File: config.mk
export PLATFORM = sky130hd
export DESIGN_NAME = vend_ctrl_flat
export DESIGN_NICKNAME = d
export VERILOG_FILES = /design/src/rtl/vend_ctrl_if.sv /design/src/rtl/vend_ctrl.sv /design/src/flat_wrapper.sv
export SDC_FILE = /design/constraint.sdc
export NUM_CORES = 1
export LEC_CHECK = 0
export ABC_AREA = 1
export BUFFER_PORTS_ARGS = -buffer_cell sky130_fd_sc_hd__buf_4
export CORE_MARGIN = 3
export CORE_UTILIZATION = 55
export DETAILED_ROUTE_END_ITERATION = 10
export PLACE_DENSITY_LB_ADDON = 0.15
export SLEW_MARGIN = 20
export SYNTH_ARGS = -nofsm -noshare
export SYNTH_HDL_FRONTEND = slang
export SYNTH_SLANG_ARGS = --single-unit
File: constraint.sdc
create_clock -name clk -period 5.24 [get_ports clk]
set_clock_uncertainty 0.05 [all_clocks]
set_input_delay 0.524 -clock clk [delete_from_list [all_inputs] [get_ports clk]]
set_output_delay 0.524 -clock clk [all_outputs]
set_load 0.05 [all_outputs]
File: src/rtl/vend_ctrl_if.sv
// rtl/vend_ctrl_if.sv - vending controller coin/product/dispense signal bundle
// master drives coins, prices and requests; slave is the controller.
interface vend_ctrl_if #(
  parameter int N_PROD = 4,
  parameter int CW     = 8
);
  localparam int SW = $clog2(N_PROD);

  logic [1:0]           coin;
  logic [N_PROD*CW-1:0] price;
  logic                 buy;
  logic [SW-1:0]        buy_sel;
  logic                 cancel;
  logic [CW-1:0]        credit;
  logic [N_PROD-1:0]    listo;
  logic                 vend_vld;
  logic [SW-1:0]        vend_id;
  logic                 chg_pulse;
  logic                 coin_rej;
  logic                 buy_nack;
  logic                 busy;

  modport master (
    output coin, price, buy, buy_sel, cancel,
    input  credit, listo, vend_vld, vend_id, chg_pulse, coin_rej, buy_nack, busy
  );

  modport slave (
    input  coin, price, buy, buy_sel, cancel,
    output credit, listo, vend_vld, vend_id, chg_pulse, coin_rej, buy_nack, busy
  );
endinterface

File: src/rtl/vend_ctrl.sv
// rtl/vend_ctrl.sv - vending controller: credit accumulation, vend, change payout
// Optional idle-credit auto refund enabled by defining VEND_TIMEOUT_EN.
module vend_ctrl #(
  parameter int N_PROD      = 4,
  parameter int CW          = 8,
  parameter int COIN1       = 2,
  parameter int COIN2       = 3,
  parameter int COIN3       = 4,
  parameter int MAX_CREDIT  = 2**CW - 1,
  parameter int TIMEOUT_CYC = 1000
) (
  input logic        clk,
  input logic        reset,
  vend_ctrl_if.slave bus
);
  localparam int SW = $clog2(N_PROD);

  typedef enum logic [1:0] {IDLE, VEND, CHANGE} state_t;

  state_t        state_q, state_d;
  logic [CW-1:0] credit_q, credit_d;
  logic [SW-1:0] vend_id_q, vend_id_d;
  logic          vend_vld_q, vend_vld_d;
  logic          chg_q, chg_d;
  logic          coin_rej_q, coin_rej_d;
  logic          nack_q, nack_d;
  logic          busy_q;

  logic [CW-1:0] coin_val;
  logic [CW:0]   coin_sum;
  logic [CW-1:0] price_sel;
  logic          in_idle, coin_nz, coin_over, sel_ok;
  logic          cancel_acc, buy_acc, coin_acc;
  logic          timeout_fire;

  always_comb begin
    coin_val = '0;
    case (bus.coin)
      2'b01:   coin_val = CW'(COIN1);
      2'b10:   coin_val = CW'(COIN2);
      2'b11:   coin_val = CW'(COIN3);
      default: coin_val = '0;
    endcase
  end

  always_comb begin
    price_sel = '0;
    for (int i = 0; i < N_PROD; i++)
      if (SW'(i) == bus.buy_sel) price_sel = bus.price[i*CW +: CW];
  end

  // Sum is one bit wider so an overflowing coin is rejected instead of wrapping
  assign coin_sum  = {1'b0, credit_q} + {1'b0, coin_val};
  assign coin_over = coin_sum > (CW+1)'(MAX_CREDIT);
  assign coin_nz   = bus.coin != 2'b00;
  assign sel_ok    = {1'b0, bus.buy_sel} < (SW+1)'(N_PROD);
  assign in_idle   = state_q == IDLE;

  assign cancel_acc = in_idle && bus.cancel && credit_q != '0;
  assign buy_acc    = in_idle && !cancel_acc && bus.buy && sel_ok && credit_q >= price_sel;
  assign coin_acc   = in_idle && coin_nz && !cancel_acc && !buy_acc && !coin_over;

`ifdef VEND_TIMEOUT_EN
  localparam int TW = $clog2(TIMEOUT_CYC + 1);
  logic [TW-1:0] idle_cnt;
  logic          idle_cnt_en;

  assign idle_cnt_en  = in_idle && credit_q != '0 && !coin_acc && !buy_acc && !cancel_acc;
  assign timeout_fire = idle_cnt_en && idle_cnt == TW'(TIMEOUT_CYC - 1);

  always_ff @(posedge clk or posedge reset) begin
    if (reset)                            idle_cnt <= '0;
    else if (!idle_cnt_en || timeout_fire) idle_cnt <= '0;
    else                                  idle_cnt <= idle_cnt + 1'b1;
  end
`else
  assign timeout_fire = 1'b0;
`endif

  always_comb begin
    state_d    = state_q;
    credit_d   = credit_q;
    vend_id_d  = vend_id_q;
    vend_vld_d = 1'b0;
    chg_d      = 1'b0;
    coin_rej_d = coin_nz && !coin_acc;
    nack_d     = 1'b0;
    case (state_q)
      IDLE: begin
        if (cancel_acc || timeout_fire) begin
          state_d = CHANGE;
          chg_d   = 1'b1;
        end else if (buy_acc) begin
          state_d    = VEND;
          credit_d   = credit_q - price_sel;
          vend_id_d  = bus.buy_sel;
          vend_vld_d = 1'b1;
        end else begin
          nack_d = bus.buy;
          if (coin_acc) credit_d = coin_sum[CW-1:0];
        end
      end
      VEND: begin
        if (credit_q != '0) begin
          state_d = CHANGE;
          chg_d   = 1'b1;
        end else begin
          state_d = IDLE;
        end
      end
      CHANGE: begin
        // Pulses are registered, so chg_d looks ahead to the credit left after this edge
        credit_d = (credit_q != '0) ? credit_q - 1'b1 : '0;
        if (credit_q <= CW'(1)) state_d = IDLE;
        else                    chg_d   = 1'b1;
      end
      default: state_d = IDLE;
    endcase
  end

  always_ff @(posedge clk or posedge reset) begin
    if (reset) begin
      state_q    <= IDLE;
      credit_q   <= '0;
      vend_id_q  <= '0;
      vend_vld_q <= 1'b0;
      chg_q      <= 1'b0;
      coin_rej_q <= 1'b0;
      nack_q     <= 1'b0;
      busy_q     <= 1'b0;
    end else begin
      state_q    <= state_d;
      credit_q   <= credit_d;
      vend_id_q  <= vend_id_d;
      vend_vld_q <= vend_vld_d;
      chg_q      <= chg_d;
      coin_rej_q <= coin_rej_d;
      nack_q     <= nack_d;
      busy_q     <= state_d != IDLE;
    end
  end

  for (genvar g = 0; g < N_PROD; g++) begin : g_listo
    assign bus.listo[g] = in_idle && credit_q != '0 && credit_q >= bus.price[g*CW +: CW];
  end

  assign bus.credit    = credit_q;
  assign bus.vend_vld  = vend_vld_q;
  assign bus.vend_id   = vend_id_q;
  assign bus.chg_pulse = chg_q;
  assign bus.coin_rej  = coin_rej_q;
  assign bus.buy_nack  = nack_q;
  assign bus.busy      = busy_q;
endmodule

File: src/flat_wrapper.sv
// flat-port wrapper written by rule: the top's interface ports become plain ports
module vend_ctrl_flat 
#(
  parameter int N_PROD      = 4,
  parameter int CW          = 8,
  parameter int COIN1       = 2,
  parameter int COIN2       = 3,
  parameter int COIN3       = 4,
  parameter int MAX_CREDIT  = 2**CW - 1,
  parameter int TIMEOUT_CYC = 1000
)
  (clk, reset, bus_coin, bus_price, bus_buy, bus_buy_sel, bus_cancel, bus_credit, bus_listo, bus_vend_vld, bus_vend_id, bus_chg_pulse, bus_coin_rej, bus_buy_nack, bus_busy);
  vend_ctrl_if #(.N_PROD(N_PROD), .CW(CW)) bus_i ();
  input logic clk;
  input logic reset;
  input wire logic [$bits(bus_i.coin)-1:0] bus_coin;
  input wire logic [$bits(bus_i.price)-1:0] bus_price;
  input wire logic [$bits(bus_i.buy)-1:0] bus_buy;
  input wire logic [$bits(bus_i.buy_sel)-1:0] bus_buy_sel;
  input wire logic [$bits(bus_i.cancel)-1:0] bus_cancel;
  output wire logic [$bits(bus_i.credit)-1:0] bus_credit;
  output wire logic [$bits(bus_i.listo)-1:0] bus_listo;
  output wire logic [$bits(bus_i.vend_vld)-1:0] bus_vend_vld;
  output wire logic [$bits(bus_i.vend_id)-1:0] bus_vend_id;
  output wire logic [$bits(bus_i.chg_pulse)-1:0] bus_chg_pulse;
  output wire logic [$bits(bus_i.coin_rej)-1:0] bus_coin_rej;
  output wire logic [$bits(bus_i.buy_nack)-1:0] bus_buy_nack;
  output wire logic [$bits(bus_i.busy)-1:0] bus_busy;
  assign bus_i.coin = bus_coin;
  assign bus_i.price = bus_price;
  assign bus_i.buy = bus_buy;
  assign bus_i.buy_sel = bus_buy_sel;
  assign bus_i.cancel = bus_cancel;
  assign bus_credit = bus_i.credit;
  assign bus_listo = bus_i.listo;
  assign bus_vend_vld = bus_i.vend_vld;
  assign bus_vend_id = bus_i.vend_id;
  assign bus_chg_pulse = bus_i.chg_pulse;
  assign bus_coin_rej = bus_i.coin_rej;
  assign bus_buy_nack = bus_i.buy_nack;
  assign bus_busy = bus_i.busy;
  vend_ctrl #(.N_PROD(N_PROD), .CW(CW), .COIN1(COIN1), .COIN2(COIN2), .COIN3(COIN3), .MAX_CREDIT(MAX_CREDIT), .TIMEOUT_CYC(TIMEOUT_CYC)) u_core (.clk(clk), .reset(reset), .bus(bus_i));
endmodule
==> reports/results.txt, run 1 <==
For this design the static power due to leakage is 0.00192 µW. For the final hold violation count, the log shows 0. The cell count after synthesis came out at 428. Yosys mapped the design onto 33 distinct sky130hd cell types. Across the run, the number of max-cap violations was 0.

Global routing used 25.6% of the available tracks. The fraction of layout cells with a size suffix above 1 was 16.9%. For this block, wires on met1 add up to 3.47 mm. In this run, the number of DRC markers left after iteration 0 of detailed routing was 207.

For the worst-skew pair, the clock arrives at the later sink with an insertion delay of 0.25 ns. The count of nets left with antenna violations once routing finished came out at 0. The diode insertion count for antenna repair came out at 0. Wire segments on met3 add up to 736 µm in the final route. In this run the worst path has a maximum fanout of 9. For this configuration, the core starts out at a cell density of 58.2%. The met2 wirelength from detailed routing was 3.35 mm. Total count of max-transition violations in the final report: 0. Summing the areas of all xor and xnor instances in the mapped netlist gives 3.13% of the synthesized area. The final sum of negative setup slack came out at 0 ns. The share of synthesized area spent on multiplexers came out at 0%. Summing the areas of all compound-gate instances in the mapped netlist gives 14.9% of the synthesized area. The largest family of logic cells by synthesized area is simple AND/OR/NAND/NOR gates. Summed over all layers, the global routing overflow is 0. The logs give 6.35 mm for the post-detailed-placement half-perimeter wirelength and 5 for the count of TritonRoute iterations in the first routing pass. The final-layout fill cell count is 457, and the minimum setup slack among reg-to-reg paths is 2.50 ns.

The total area inside the core boundary comes to 4820 µm². The post-synthesis share of cell area spent on and, or, nand and nor gates was 31.0%. Of the available clock period, the critical path in the final layout requires 55.0%.

The via count of the first global-routing pass was 2,673; the last weighted congestion value of the routability-driven placer was 0.963. Counting flops and latches in the post-synthesis netlist gives 17. Headroom to the max-slew limit came out at 52.0%.

No sink is reached through more buffers than the 2 on the longest clock path. The via count came out at 2,995. During synthesis, Yosys emitted a total of 0 warnings. CTS saw 17 sinks. For the quantity of gates resized following cts, the log shows 0.

The run gives 0 as the initial antenna violation count. The tools report the kind of launch point of the worst setup path as an input port. The worst setup path startpoint was bus_buy_sel[0]. The routed length per instance is 13.7 µm, and the share of synthesized area occupied by flip-flops and latches is 15.2%.

The cell area after synthesis was 2800 µm²; the slew at the pin closest to its max-slew limit was 0.720 ns. TritonCTS built the clock tree. Overall power consumption after layout is estimated at 1950 µW. The run finished with clean final reports. In this run the worst hold path is classified as input port to async pin. The mean cell area of the mapped netlist came out at 6.55 µm².

Critical path class: input port to register. The number of setup violations in the final report is 0, and the data arrival time of the critical path is 2.97 ns. Of the total synthesized cell area, the portion taken by full adders, half adders and majority gates is 22.9%. Setup repair after global routing left no endpoint under its margin. Clock tree synthesis inserted a total of 3 buffers.

The area growth from synthesis to layout is 18.8%. Entering global routing, the biggest net connects 18 pins. For the detailed-route DRC error count, the log shows 0. For the highest achievable clock rate, the log shows 347 MHz. The die footprint is 5990 µm². Minimum clock period: 2.88 ns.

The startpoint identified for the worst register-to-register timing path is u_core.bus.credit[0]. The first-pass GRT wire length came out at 12.6 mm. The synthesized net count is 518, and the detailed-route vias per instance is 5.42. In this run the post-CTS setup repair buffer count came out at 0. The endpoint type of the worst setup path is a register. The routed design has 7.56 mm of wire.

Hold repair after CTS inserted 0 buffers. Highest signal layer in the routed design: met4. The I/O pin count is 59, and the number of buffers added on ports is 58.

The maximum level of the CTS H-tree came out at 1. In the final design database the tool counted 577 nets. The die is 77.4 µm wide. Clock-pin slew was measured on the worst setup and hold paths at 0.07 ns. The root buffer cell chosen for the clock tree is clkbuf_8. The run gives 25 as the number of rows in the core area. The required time at the endpoint of the critical path came out at 5.33 ns. In this run the vertical extent of the chip is 77.4 µm.

In this run the power density over the cells is 587 nW/µm². Across the VDD grid, the largest voltage drop is 0.373 mV.
kinds of logic (layout without fill, tap and decap cells):
logic type,after synthesis,count (layout)
buffers and inverters,90,148
adders and majority gates,50,50
AOI/OAI and AO/OA,70,70
DFF,17,17
and+or+nand+nor,191,191
xor gates and xnor gates,10,10
critical path: stages:
cell and delay, ns:
buf_4 0.13, nand2_1 0.21, o21ai_0 0.12, o21ai_0 0.17, ha_1 0.16, inv_1 0.07
fa_1 0.42, nand3_1 0.11, nand3_1 0.11, nand2_1 0.08, nand3_1 0.19, nand3_4 0.21
nand2_4 0.11, nand2_4 0.09, clkinv_2 0.10, nor2_1 0.10, nor2_1 0.06
state kept, by name, indices dropped and copies added, names as in the netlist:
| signal | flops |
|---|---|
| u_core.bus.credit | 8 |
| u_core.state_q | 2 |
| u_core.bus.vend_vld | 1 |
| u_core.bus.busy | 1 |
| u_core.bus.chg_pulse | 1 |
| u_core.bus.coin_rej | 1 |
| u_core.bus.buy_nack | 1 |
| u_core.bus.vend_id | 2 |
report_power, final:
| part | switching (µW) | internal, µW | total (µW) |
|---|---|---|---|
| Combinational | 968 | 542 | 1510 |
| Clock | 44.3 | 52.7 | 97.0 |
| Sequential | 157 | 190 | 347 |
worst paths after layout:
check	cells past startpoint	to
worst min register to register	2	u_core.bus.vend_id[0]
worst max-delay path	17	u_core.bus.credit[3]
worst max register to register	14	u_core.bus.credit[3]
worst min-delay path	2	u_core.bus.vend_id[0]
max in group asynchronous	2	u_core.bus.credit[0]
min in group clk	2	u_core.bus.vend_id[0]
layer usage:
metal  vias to the layer above  GRT usage, %
met4                         0         0.712
met5                         -             0
li1                       1509             -
met1                      1340          38.7
met2                       144          40.1
met3                         2          4.52
Yosys cell counts, drive strengths merged:
master,n,share of area (%)
a211oi,1,0.27
a21oi,33,6.2
a221oi,1,0.31
a31oi,1,0.22
buf,4,1.4
clkinv,1,0.18
dfrtp,17,15
fa,2,1.4
ha,48,21
inv,85,11
nand2,101,14
nand3,21,4.6
nand3b,1,0.27
nand4,8,1.8
nor2,56,9.1
nor3,2,0.36
o2111ai,4,1.3
o21ai,15,2.7
o21bai,1,0.67
o221ai,2,0.63
o22ai,12,2.7
or2,2,0.45
xnor2,3,0.94
xor2,7,2.2
cell type report:
class | instances | area (µm²) | share of cell area, %
clock inverters | 1 | 5.00 | 0.150
multi-input cells | 321 | 2010 | 60.5
clock buffers | 3 | 41.3 | 1.24
inverters | 86 | 324 | 9.74
repair buffers | 58 | 435 | 13.1
flip-flops and latches | 17 | 425 | 12.8
well taps | 67 | 83.8 | 2.52
per-stage QoR:
stage                     setup WS, ns  area [µm²]  utilization (%)  instances  hold WS [ns]
after global placement            2.23        3280             68.1        549         0.436
after global routing              2.03        3330             69.1        553         0.348
after CTS                         2.38        3330             69.1        553         0.324
after floorplan                   2.53        2800                -        428         0.400
after detailed placement          2.12        3280             68.1        549         0.432
final                             2.36        3330             69.1        553         0.305
cells in the final DEF (no fill, tap or decap), drive strengths merged:
master | netlist | routed
nand2 | 101 | 101
nand3 | 21 | 21
nor2 | 56 | 56
o21bai | 1 | 1
inv | 85 | 85
nand4 | 8 | 8
a21oi | 33 | 33
xor2 | 7 | 7
clkbuf | 0 | 3
xnor2 | 3 | 3
or2 | 2 | 2
nand3b | 1 | 1
o22ai | 12 | 12
clkinv | 1 | 2
ha | 48 | 48
a221oi | 1 | 1
fa | 2 | 2
o21ai | 15 | 15
o2111ai | 4 | 4
nor3 | 2 | 2
buf | 4 | 58
a211oi | 1 | 1
a31oi | 1 | 1
dfrtp | 17 | 17
o221ai | 2 | 2
Power figures use the tool's default switching activity.
==> inputs of run 2 (changes only) <==
==> constraint.sdc (replaced) <==
create_clock -name clk -period 2.7 [get_ports clk]
set_clock_uncertainty 0.05 [all_clocks]
set_input_delay 0.27 -clock clk [delete_from_list [all_inputs] [get_ports clk]]
set_output_delay 0.27 -clock clk [all_outputs]
set_load 0.05 [all_outputs]
==> run 2 against run 1 <==
  * Die area unchanged
  * Sequential share of layout area down 0.57 points
  * Routed wire length up 8.0%
  * Register-to-register slack worse by 2.2 ns
  * First-iteration DRC count down 6.8%
  * Critical path type is now register to output port
  * Highest routed layer unchanged
  * Flip-flop and latch count unchanged
  * Final area up 5.0%
==> reports/results.txt, run 2 (synthesized netlist as in run 1, its figures left out) <==
For the maximum level of the CTS H-tree, the log shows 1 (unchanged). For the share of total power in the clock network, the log shows 4.8% (-0.2 points). The die width is 77.4 µm (unchanged), and the relative max-transition margin is 54.6% (+2.6 points). The leakage component of the power came out at 0.00202 µW (+5.2%). The tools report the summed area of non-filler cells in the final layout as 3490 µm² (+5.0%). The diode insertion count for antenna repair was 0 (unchanged); the worst-case setup slack after placement was -0.0137 ns (-2.13 ns). The number of nets in the finished design came out at 599 (+3.8%).

The logs give 0.920 (-4.5%) for the last weighted congestion value of the routability-driven placer and 5 (unchanged) for the count of TritonRoute iterations in the first routing pass. The starting density of the core was 58.2% (unchanged); the number of setup violations in the final report was 0 (unchanged). TritonCTS built the clock tree. The maximum root-to-sink buffer count came out at 2 (unchanged).

The core area was 4820 µm² (unchanged). STA classifies the critical path startpoint as a register. The max-cap violation count was 0 (unchanged).

The area growth from synthesis to layout is 24.7%. The tools report the quantity of hold-fixing buffers added after cts as 0 (unchanged). The final wirelength is 8.16 mm (+8.0%), and the largest fanout on the critical path is 6 (-3). For the final worst setup slack, the log shows 0.197 ns (-2.16 ns). The run gives 5990 µm² (unchanged) as the die footprint. The tools report the total placed instance area as 3450 µm² (+5.0%). The endpoint type of the worst setup path was an output port. Subtracting the final worst setup slack from the clock period gives 2.50 ns.

The tools report the minimum setup slack among reg-to-reg paths as 0.29 ns (-2.21 ns). The slew at the pin closest to its max-slew limit works out to 0.680 ns (-0.0399 ns). The start of the worst register-to-register path was u_core.bus.credit[0]. The number of buffers added on ports is 58 (unchanged).

The number of sinks driven by the clock tree is 17 (unchanged). The tools report the post-CTS setup repair buffer count as 0 (unchanged). The logs give 0 (unchanged) for the detailed-route DRC error count and 399 MHz for the highest achievable clock rate. The library cell used most frequently in the layout, excluding fill and tap cells, is nand2_1.

The run gives 0 ns (unchanged) as the final sum of negative setup slack. The worst register-to-register path ends at u_core.bus.credit[5]. Setup repair after global routing left no endpoint under its margin. Number of CTS-inserted buffers: 3 (unchanged). The combinational power share is 82.1% (+4.8 points). The run finished with clean final reports. Detailed-route vias per instance: 5.42 (about the same). The length in cells of the worst reg-to-reg path is 14 (unchanged). The logs give 2,908 (+8.8%) for the via count of the first global-routing pass and 72.5% (+3.4 points) for the utilization after layout.

The largest net degree at the start of global routing was 18 (unchanged); the global routing usage summed across all routing layers was 27.9% (+2.3 points). The number of antenna-violating nets in the routed design is 0 (unchanged), and the later-pin clock latency in the skew report is 0.25 ns (about the same). The clock transition at the registers of the reported paths works out to 0.07 ns (about the same). The total power consumption of the routed design was 4060 µW (+110%); the initial antenna violation count was 0 (unchanged). The type of the tightest min-delay check is input port to async pin. The run gives 25 (unchanged) as the number of rows in the core area. The detailed router's first-iteration violation count is 193 (-6.8%), and the fraction of the cycle the final worst path needs is 92.7%. The tools report the leftover overflow at the end of global routing as 0 (unchanged). The tools report the clock tree root buffer cell as clkbuf_8.

The critical path is of the register to output port type. The fraction of layout cells with a size suffix above 1 is 20.5% (+3.6 points), and the total count of max-transition violations in the final report is 0 (unchanged). The switching power was 2350 µW (+100%); the share of power burned in registers was 13.2% (-4.6 points). The I/O pin count was 59 (unchanged); the vertical die dimension was 77.4 µm (unchanged). Post-detailed-placement half-perimeter wirelength: 6.86 mm (+8.0%). The run gives 2.38 ns (-2.95 ns) as the required time at the endpoint of the critical path. For the final hold violation count, the log shows 0 (unchanged). The final-layout fill cell count is 444 (-2.8%), and the via count is 3,116 (+4.0%). The tools report the first-pass GRT wire length as 13.6 mm (+7.8%). Internal power: 1710 µW (+120%). The worst-case vdd ir drop is 0.753 mV (+100%), and the switching part of the total is 57.8% (-2.0 points). The flip-flop count of the largest register after layout was 8 (unchanged); the cell area power density was 1160 nW/µm² (+98%).

Routed length per instance: 14.2 µm (+3.8%). For the data arrival time of the critical path, the log shows 2.18 ns (-0.79 ns). In the layout the commonest cells are nand2_1, inv_1, buf_4.
run 2: cell count changes in the layout (fill, tap and decap cells not counted), sizes merged:
cell and change:
buf +22, clkinv -1, clkbuf +1
run 2: worst max-delay path by stage:
stage / from / end / slack (ns) / depth (start not counted)
6_report: u_core.bus.credit[0] / bus_listo[3] / 0.20 / 9
5_1_grt: bus_buy_sel[1] / u_core.bus.credit[0] / 0.0005 / 19
4_1_cts: u_core.bus.credit[1] / bus_listo[2] / 0.02 / 8
3_5_place_dp: bus_buy_sel[1] / u_core.bus.credit[5] / -0.01 / 18
3_3_place_gp: bus_buy_sel[0] / u_core.bus.credit[7] / 0.10 / 18
2_1_floorplan: u_core.bus.credit[0] / u_core.bus.busy / 0.07 / 12
run 2: area by class of cell:
| cell class | count | area, µm² | area share [%] |
|---|---|---|---|
| inverter | 86 | 324 | 9.28 |
| timing repair buffer | 80 | 601 | 17.2 |
| tap | 67 | 83.8 | 2.40 |
| sequential | 17 | 427 | 12.2 |
| clock buffer | 4 | 45.0 | 1.29 |
| multi-input combinational | 321 | 2010 | 57.6 |
run 2: per-layer routing:
metal / track usage, % / up-vias / wire length [µm]
li1: - / 1554 / -
met1: 42.0 / 1403 / 3820
met2: 42.3 / 151 / 3540
met3: 4.64 / 8 / 737
met4: 4.63 / 0 / 59
met5: 0 / - / 0
run 2: stage by stage:
stage	hold slack, ns	instances
6_report	0.0671	575
5_1_grt	0.136	575
4_1_cts	0.0847	575
3_5_place_dp	0.359	571
3_3_place_gp	0.334	571
2_1_floorplan	0.146	428
run 2: worst max-delay path, stage by stage, from the launching register on:
cell and delay, ns:
dfrtp_1 0.47, inv_1 0.11, buf_4 0.18, ha_1 0.27, nand2_4 0.15, nor2_4 0.07
nor2_1 0.32, nand2_1 0.11, inv_1 0.07, buf_4 0.19
run 2: power by group through the flow:
stage / Combinational, µW / Clock [µW] / Sequential [µW]
finish: 3330 / 194 / 534
global placement: 3220 / 0 / 532
detailed placement: 3280 / 0 / 536
floorplan: 1930 / 0 / 900
CTS: 3290 / 195 / 531
global route: 3690 / 202 / 552
run 2: repair_timing:
item,4_1_cts,5_1_grt
hold endpoints to repair,0,0
setup endpoints to repair,0,4
gates resized for setup,0,1
